<file path="config.mk">
export PLATFORM = sky130hd
export DESIGN_NAME = instr_decode_stage
export DESIGN_NICKNAME = d
export VERILOG_FILES = /design/src/rtl/instr_decode_stage.sv
export SDC_FILE = /design/constraint.sdc
export NUM_CORES = 1
export LEC_CHECK = 0
export CAP_MARGIN = 20
export CORE_MARGIN = 1.5
export CORE_UTILIZATION = 35
export CTS_CLUSTER_SIZE = 30
export DETAILED_ROUTE_END_ITERATION = 12
export SETUP_SLACK_MARGIN = 0.15
export SYNTH_ARGS = -nofsm -noshare
export SYNTH_HDL_FRONTEND = slang
export SYNTH_SLANG_ARGS = --single-unit
</file>
<file path="constraint.sdc">
create_clock -name clk -period 2.7 [get_ports clk]
set_input_delay 0.81 -clock clk [delete_from_list [all_inputs] [get_ports clk]]
set_output_delay 0.81 -clock clk [all_outputs]
set_load 0.005 [all_outputs]
</file>
<file path="src/rtl/instr_decode_stage.sv">
// rtl/instr_decode_stage.sv - RV32I decoder behind a single valid/ready register stage
module instr_decode_stage (
  input  logic        clk,
  input  logic        rst,
  input  logic        in_valid,
  output logic        in_ready,
  input  logic [31:0] instr_in,
  input  logic [31:0] pc_in,
  input  logic        flush,
  output logic        out_valid,
  input  logic        out_ready,
  output logic [36:0] instructions,
  output logic [4:0]  rs1,
  output logic [4:0]  rs2,
  output logic [4:0]  rd,
  output logic [31:0] imm,
  output logic [31:0] pc_out,
  output logic        rd_we,
  output logic        illegal,
  output logic [31:0] decoded_count
);

  logic [6:0]  w_op;
  logic [2:0]  w_f3;
  logic [6:0]  w_f7;
  logic [31:0] w_imm_i, w_imm_s, w_imm_b, w_imm_u, w_imm_j, w_imm_sh;
  logic [36:0] w_onehot;
  logic [31:0] w_imm;
  logic        w_wb;
  logic        w_illegal;
  logic        w_rd_we;
  logic        w_accept;
  logic        w_xfer;

  logic        r_valid;
  logic [36:0] r_instructions;
  logic [4:0]  r_rs1, r_rs2, r_rd;
  logic [31:0] r_imm, r_pc, r_count;
  logic        r_rd_we, r_illegal;

  assign w_op     = instr_in[6:0];
  assign w_f3     = instr_in[14:12];
  assign w_f7     = instr_in[31:25];
  assign w_imm_i  = {{20{instr_in[31]}}, instr_in[31:20]};
  assign w_imm_s  = {{20{instr_in[31]}}, instr_in[31:25], instr_in[11:7]};
  assign w_imm_b  = {{19{instr_in[31]}}, instr_in[31], instr_in[7], instr_in[30:25], instr_in[11:8], 1'b0};
  assign w_imm_u  = {instr_in[31:12], 12'h000};
  assign w_imm_j  = {{11{instr_in[31]}}, instr_in[31], instr_in[19:12], instr_in[20], instr_in[30:21], 1'b0};
  assign w_imm_sh = {27'b0, instr_in[24:20]};

  always_comb begin
    w_onehot = '0;
    w_imm    = '0;
    w_wb     = 1'b0;
    case (w_op)
      7'b0110011: begin
        w_wb = 1'b1;
        if (w_f7 == 7'b0000000) begin
          case (w_f3)
            3'd0: w_onehot[0] = 1'b1;
            3'd1: w_onehot[5] = 1'b1;
            3'd2: w_onehot[8] = 1'b1;
            3'd3: w_onehot[9] = 1'b1;
            3'd4: w_onehot[2] = 1'b1;
            3'd5: w_onehot[6] = 1'b1;
            3'd6: w_onehot[3] = 1'b1;
            default: w_onehot[4] = 1'b1;
          endcase
        end else if (w_f7 == 7'b0100000) begin
          if (w_f3 == 3'd0) w_onehot[1] = 1'b1;
          else if (w_f3 == 3'd5) w_onehot[7] = 1'b1;
        end
      end
      7'b0010011: begin
        w_wb  = 1'b1;
        w_imm = w_imm_i;
        case (w_f3)
          3'd0: w_onehot[10] = 1'b1;
          3'd2: w_onehot[17] = 1'b1;
          3'd3: w_onehot[18] = 1'b1;
          3'd4: w_onehot[11] = 1'b1;
          3'd6: w_onehot[12] = 1'b1;
          3'd7: w_onehot[13] = 1'b1;
          3'd1: begin
            w_imm = w_imm_sh;
            if (w_f7 == 7'b0000000) w_onehot[14] = 1'b1;
          end
          default: begin
            w_imm = w_imm_sh;
            if (w_f7 == 7'b0000000) w_onehot[15] = 1'b1;
            else if (w_f7 == 7'b0100000) w_onehot[16] = 1'b1;
          end
        endcase
      end
      7'b0000011: begin
        w_wb  = 1'b1;
        w_imm = w_imm_i;
        case (w_f3)
          3'd0: w_onehot[19] = 1'b1;
          3'd1: w_onehot[20] = 1'b1;
          3'd2: w_onehot[21] = 1'b1;
          3'd4: w_onehot[22] = 1'b1;
          3'd5: w_onehot[23] = 1'b1;
          default: ;
        endcase
      end
      7'b0100011: begin
        w_imm = w_imm_s;
        case (w_f3)
          3'd0: w_onehot[24] = 1'b1;
          3'd1: w_onehot[25] = 1'b1;
          3'd2: w_onehot[26] = 1'b1;
          default: ;
        endcase
      end
      7'b1100011: begin
        w_imm = w_imm_b;
        case (w_f3)
          3'd0: w_onehot[27] = 1'b1;
          3'd1: w_onehot[28] = 1'b1;
          3'd4: w_onehot[29] = 1'b1;
          3'd5: w_onehot[30] = 1'b1;
          3'd6: w_onehot[31] = 1'b1;
          3'd7: w_onehot[32] = 1'b1;
          default: ;
        endcase
      end
      7'b1101111: begin
        w_wb = 1'b1;
        w_imm = w_imm_j;
        w_onehot[33] = 1'b1;
      end
      7'b1100111: begin
        w_wb = 1'b1;
        w_imm = w_imm_i;
        if (w_f3 == 3'd0) w_onehot[34] = 1'b1;
      end
      7'b0110111: begin
        w_wb = 1'b1;
        w_imm = w_imm_u;
        w_onehot[35] = 1'b1;
      end
      7'b0010111: begin
        w_wb = 1'b1;
        w_imm = w_imm_u;
        w_onehot[36] = 1'b1;
      end
      default: ;
    endcase
    // An empty one-hot vector means nothing matched; scrub the side fields.
    if (w_onehot == '0) begin
      w_imm = '0;
      w_wb  = 1'b0;
    end
  end

  assign w_illegal = (w_onehot == '0);
  assign w_rd_we   = w_wb && (instr_in[11:7] != 5'd0);
  assign in_ready  = !r_valid || out_ready;
  assign w_accept  = in_valid && in_ready;
  assign w_xfer    = r_valid && out_ready;

  always_ff @(posedge clk) begin
    if (rst) begin
      r_valid        <= 1'b0;
      r_instructions <= '0;
      r_rs1          <= '0;
      r_rs2          <= '0;
      r_rd           <= '0;
      r_imm          <= '0;
      r_pc           <= '0;
      r_rd_we        <= 1'b0;
      r_illegal      <= 1'b0;
      r_count        <= '0;
    end else if (flush) begin
      r_valid <= 1'b0;
    end else begin
      if (w_xfer) r_count <= r_count + 32'd1;
      if (w_accept) begin
        r_valid        <= 1'b1;
        r_instructions <= w_onehot;
        r_rs1          <= instr_in[19:15];
        r_rs2          <= instr_in[24:20];
        r_rd           <= instr_in[11:7];
        r_imm          <= w_imm;
        r_pc           <= pc_in;
        r_rd_we        <= w_rd_we;
        r_illegal      <= w_illegal;
      end else if (w_xfer) begin
        r_valid <= 1'b0;
      end
    end
  end

  assign out_valid     = r_valid;
  assign instructions  = r_instructions;
  assign rs1           = r_rs1;
  assign rs2           = r_rs2;
  assign rd            = r_rd;
  assign imm           = r_imm;
  assign pc_out        = r_pc;
  assign rd_we         = r_rd_we;
  assign illegal       = r_illegal;
  assign decoded_count = r_count;

endmodule

</file>
==> flow_summary.json, run 1 <==
{
  "clk_pin_slew_ps": 60,
  "drv.max_cap_violation_count": 0,
  "post-route-util": 0.566,
  "gp_congestion": 0.854,
  "post-synth-top-area-fraction": 0.487,
  "leak_nw": 3.81,
  "worst-r2r-setup-slack_ps": 710,
  "netlist_area_mm2": 0.00621,
  "initial_antenna_violation_count": 0,
  "timing_hold_violations_final": 0,
  "start_util": 0.359,
  "pin_count_of_the_biggest_net_entering_global_routing": 121,
  "timing.critical_path.to_type": "flop",
  "report.final.slew_viol_count": 0,
  "clock_tree.buffer_depth": 2,
  "num_antenna_cells": 0,
  "cellPowerDensity_mw_per_mm2": 516,
  "worstReg2RegStart": "decoded_count[9]$_SDFFE_PP0P_",
  "detail-route-antenna-nets": 0,
  "synth_warnings": 0,
  "worstRegToRegCells": 7,
  "die-area_mm2": 0.0185,
  "drive_gt1_frac": 0.129,
  "maxSlewHeadroom": 0.426,
  "buffer_ports.inserted": 220,
  "p_total_mw": 5.05,
  "highest_count_cells_in_the_layout_ignoring_fill_and_taps": "sky130_fd_sc_hd__clkdlybuf4s50_1, sky130_fd_sc_hd__dfxtp_1, sky130_fd_sc_hd__nand2_1",
  "cts_made_buffers": 17,
  "drt-total-wl_mm": 20.1,
  "placement_stage_cell_area_mm2": 0.00909,
  "status": "complete, no violations",
  "synth_edf_count": 0,
  "post_synthesis_area_per_instance_um2": 8.47,
  "skew_ps": 8.08,
  "timing_worst_slew_pin_value_ps": 849,
  "hold_depth": 2,
  "vias": 6207,
  "cell_at_the_root_of_the_clock_tree": "sky130_fd_sc_hd__clkbuf_16",
  "grt_pass1_wl_mm": 31.1,
  "finalWorstPathRequiredPeriod_ps": 2500,
  "num-nets-final": 1070,
  "worstSetupStartpointType": "input port",
  "dp.final_hpwl_mm": 14.3,
  "synthToLayoutAreaGrowth_pct": 57.8,
  "drtIter0Drc": 379,
  "vias_per_cell": 5.01,
  "i_o_pin_cnt": 221,
  "finalSetupViolCount": 0,
  "rows": 48,
  "synth.net_count": 803,
  "synth_seq_cells": 151,
  "worstPathMaxFanout": 7,
  "netlist_instances": 733,
  "cp_endpoint": "imm[16]$_SDFFE_PP0P_",
  "fmax_mhz": 399,
  "wl_per_cell_um": 16.2,
  "layout.filler_cells": 1600,
  "r2r-end": "decoded_count[25]$_SDFFE_PP0P_",
  "worst_hold_path_type": "flop to flop",
  "cp.required_ps": 3060,
  "finalSetupTns_ps": 0,
  "cts_setup_buffers": 0,
  "worst_setup_path_startpoint": "instr_in[31]",
  "tritoncts_num_sinks": 151,
  "drt_pass1_iterations": 4,
  "htree_levels": 4,
  "class_of_the_most_critical_setup_path": "input port to flop",
  "coreArea_mm2": 0.0173,
  "tritoncts": "built",
  "die-width_um": 136,
  "synth-seq-area-share": 0.487,
  "die_h_um": 136,
  "grt.total_usage": 0.215,
  "first_global_vias": 5864,
  "final.period_utilization": 0.928,
  "cp_data_arrival_time_ps": 2870,
  "rsz0062_at_grt": "false",
  "yosys.area.top_type": "sky130_fd_sc_hd__dfxtp_1",
  "detail_route.drc_violations": 0,
  "most_area_consuming_cells_after_synthesis": "sky130_fd_sc_hd__dfxtp_1, sky130_fd_sc_hd__nand2_1, sky130_fd_sc_hd__a21oi_1",
  "final_cell_area_mm2": 0.00979,
  "commonest_non_fill_non_tap_cell_in_the_layout": "sky130_fd_sc_hd__clkdlybuf4s50_1",
  "globalRouteOverflowTotal": 0,
  "synth_flop_cell": "sky130_fd_sc_hd__dfxtp_1",
  "synth_cell_types": 56,
  "source_to_sink_clock_delay_at_the_later_pin_of_the_worst_skew_pair_ps": 420,
  "final.hold.worst_slack_ps": 451,
  "asyncSetResetFlopFracSynth": 0,
  "maximum_resistive_drop_on_vdd_uv": 430
}
metal layers:
layer / track usage / wire length [µm] / up-vias
met5: 0 / 0 / -
met4: 0.0680 / 302 / 0
met3: 0.0731 / 1730 / 22
met2: 0.340 / 9220 / 195
met1: 0.275 / 8840 / 2903
li1: - / - / 3087
worst min path at each step:
stage,startpoint,endpoint
after floorplan,imm[5]$_SDFFE_PP0P_,imm[5]$_SDFFE_PP0P_
after global placement,imm[6]$_SDFFE_PP0P_,imm[6]$_SDFFE_PP0P_
after detailed placement,pc_out[23]$_SDFFE_PP0P_,pc_out[23]$_SDFFE_PP0P_
after CTS,pc_out[23]$_SDFFE_PP0P_,pc_out[23]$_SDFFE_PP0P_
after global routing,rs2[3]$_SDFFE_PP0P_,rs2[3]$_SDFFE_PP0P_
final,imm[5]$_SDFFE_PP0P_,imm[5]$_SDFFE_PP0P_
per-stage QoR:
step           setup slack (ps)  cells
4_1_cts                     153   1235
6_report                    196   1238
3_5_place_dp               -276   1203
3_3_place_gp               -260   1203
5_1_grt                     155   1238
2_1_floorplan               236    733
cells by family after synthesis:
kind of cell	Yosys count	share of synthesized area
fa+ha+maj	1	0.00202
xor+xnor	31	0.0437
mux	1	0.00161
simple gates	321	0.238
flops	151	0.487
buf+inv	63	0.0425
compound gates	165	0.185
final cells by class:
class | instances | area (µm²) | share of cell area
Clock buffer | 19 | 443 | 0.0452
Inverter | 9 | 33.8 | 0.00345
Multi-Input combinational cell | 519 | 2970 | 0.304
Sequential cell | 151 | 3020 | 0.309
Timing Repair Buffer | 302 | 2910 | 0.298
Tap cell | 225 | 282 | 0.0288
Clock inverter | 13 | 121 | 0.0124
sequential cells by signal, indices dropped and copies added (netlist names):
name           flops
illegal            1
out_valid          1
decoded_count     32
rs1                5
rd                 5
pc_out            32
rd_we              1
instructions      37
imm               32
rs2                5
Yosys cell counts (3+ instances only):
cell type	count
sky130_fd_sc_hd__xnor2_1	7
sky130_fd_sc_hd__clkbuf_1	42
sky130_fd_sc_hd__a22oi_1	29
sky130_fd_sc_hd__buf_2	7
sky130_fd_sc_hd__and3_1	7
sky130_fd_sc_hd__nor2b_1	3
sky130_fd_sc_hd__and4_1	4
sky130_fd_sc_hd__a21o_1	9
sky130_fd_sc_hd__inv_1	9
sky130_fd_sc_hd__and4b_1	3
sky130_fd_sc_hd__nand3_1	20
sky130_fd_sc_hd__nor3_1	10
sky130_fd_sc_hd__nand4_1	8
sky130_fd_sc_hd__xor2_1	24
sky130_fd_sc_hd__nor4b_1	3
sky130_fd_sc_hd__nor2_1	87
sky130_fd_sc_hd__nand2b_1	5
sky130_fd_sc_hd__dfxtp_1	151
sky130_fd_sc_hd__a22o_1	5
sky130_fd_sc_hd__a21oi_1	66
sky130_fd_sc_hd__a32o_1	27
sky130_fd_sc_hd__a32oi_1	3
sky130_fd_sc_hd__o21ai_0	11
sky130_fd_sc_hd__or3_1	5
sky130_fd_sc_hd__nand2_1	148
what timing repair did:
item,4_1_cts,5_1_grt
pin swaps,0,8
setup endpoints to repair,1,41
hold buffers,0,0
gates resized for setup,1,20
cloned,0,3
power by group:
group	switching [mW]	internal, mW	leakage [nW]
combinational	0.232	0.255	2.32
sequential	0.0176	2.26	1.22
clock	0.981	1.30	0.262
critical path, stage by stage:
cell and delay [ps]:
sky130_fd_sc_hd__clkdlybuf4s50_1 450, sky130_fd_sc_hd__or4_4 450, sky130_fd_sc_hd__nor3_4 260, sky130_fd_sc_hd__nand4b_1 140
sky130_fd_sc_hd__a21oi_2 200, sky130_fd_sc_hd__or3_4 240, sky130_fd_sc_hd__clkbuf_16 170, sky130_fd_sc_hd__a32o_1 150
No activity file was read; power rests on OpenSTA's default activity.
==> inputs of run 2 (changes only) <==
ABC_CLOCK_PERIOD_IN_PS = 2700   (was not set)
==> results of run 2 <==
Final layout, timing and power as in run 1 (identical DEF).
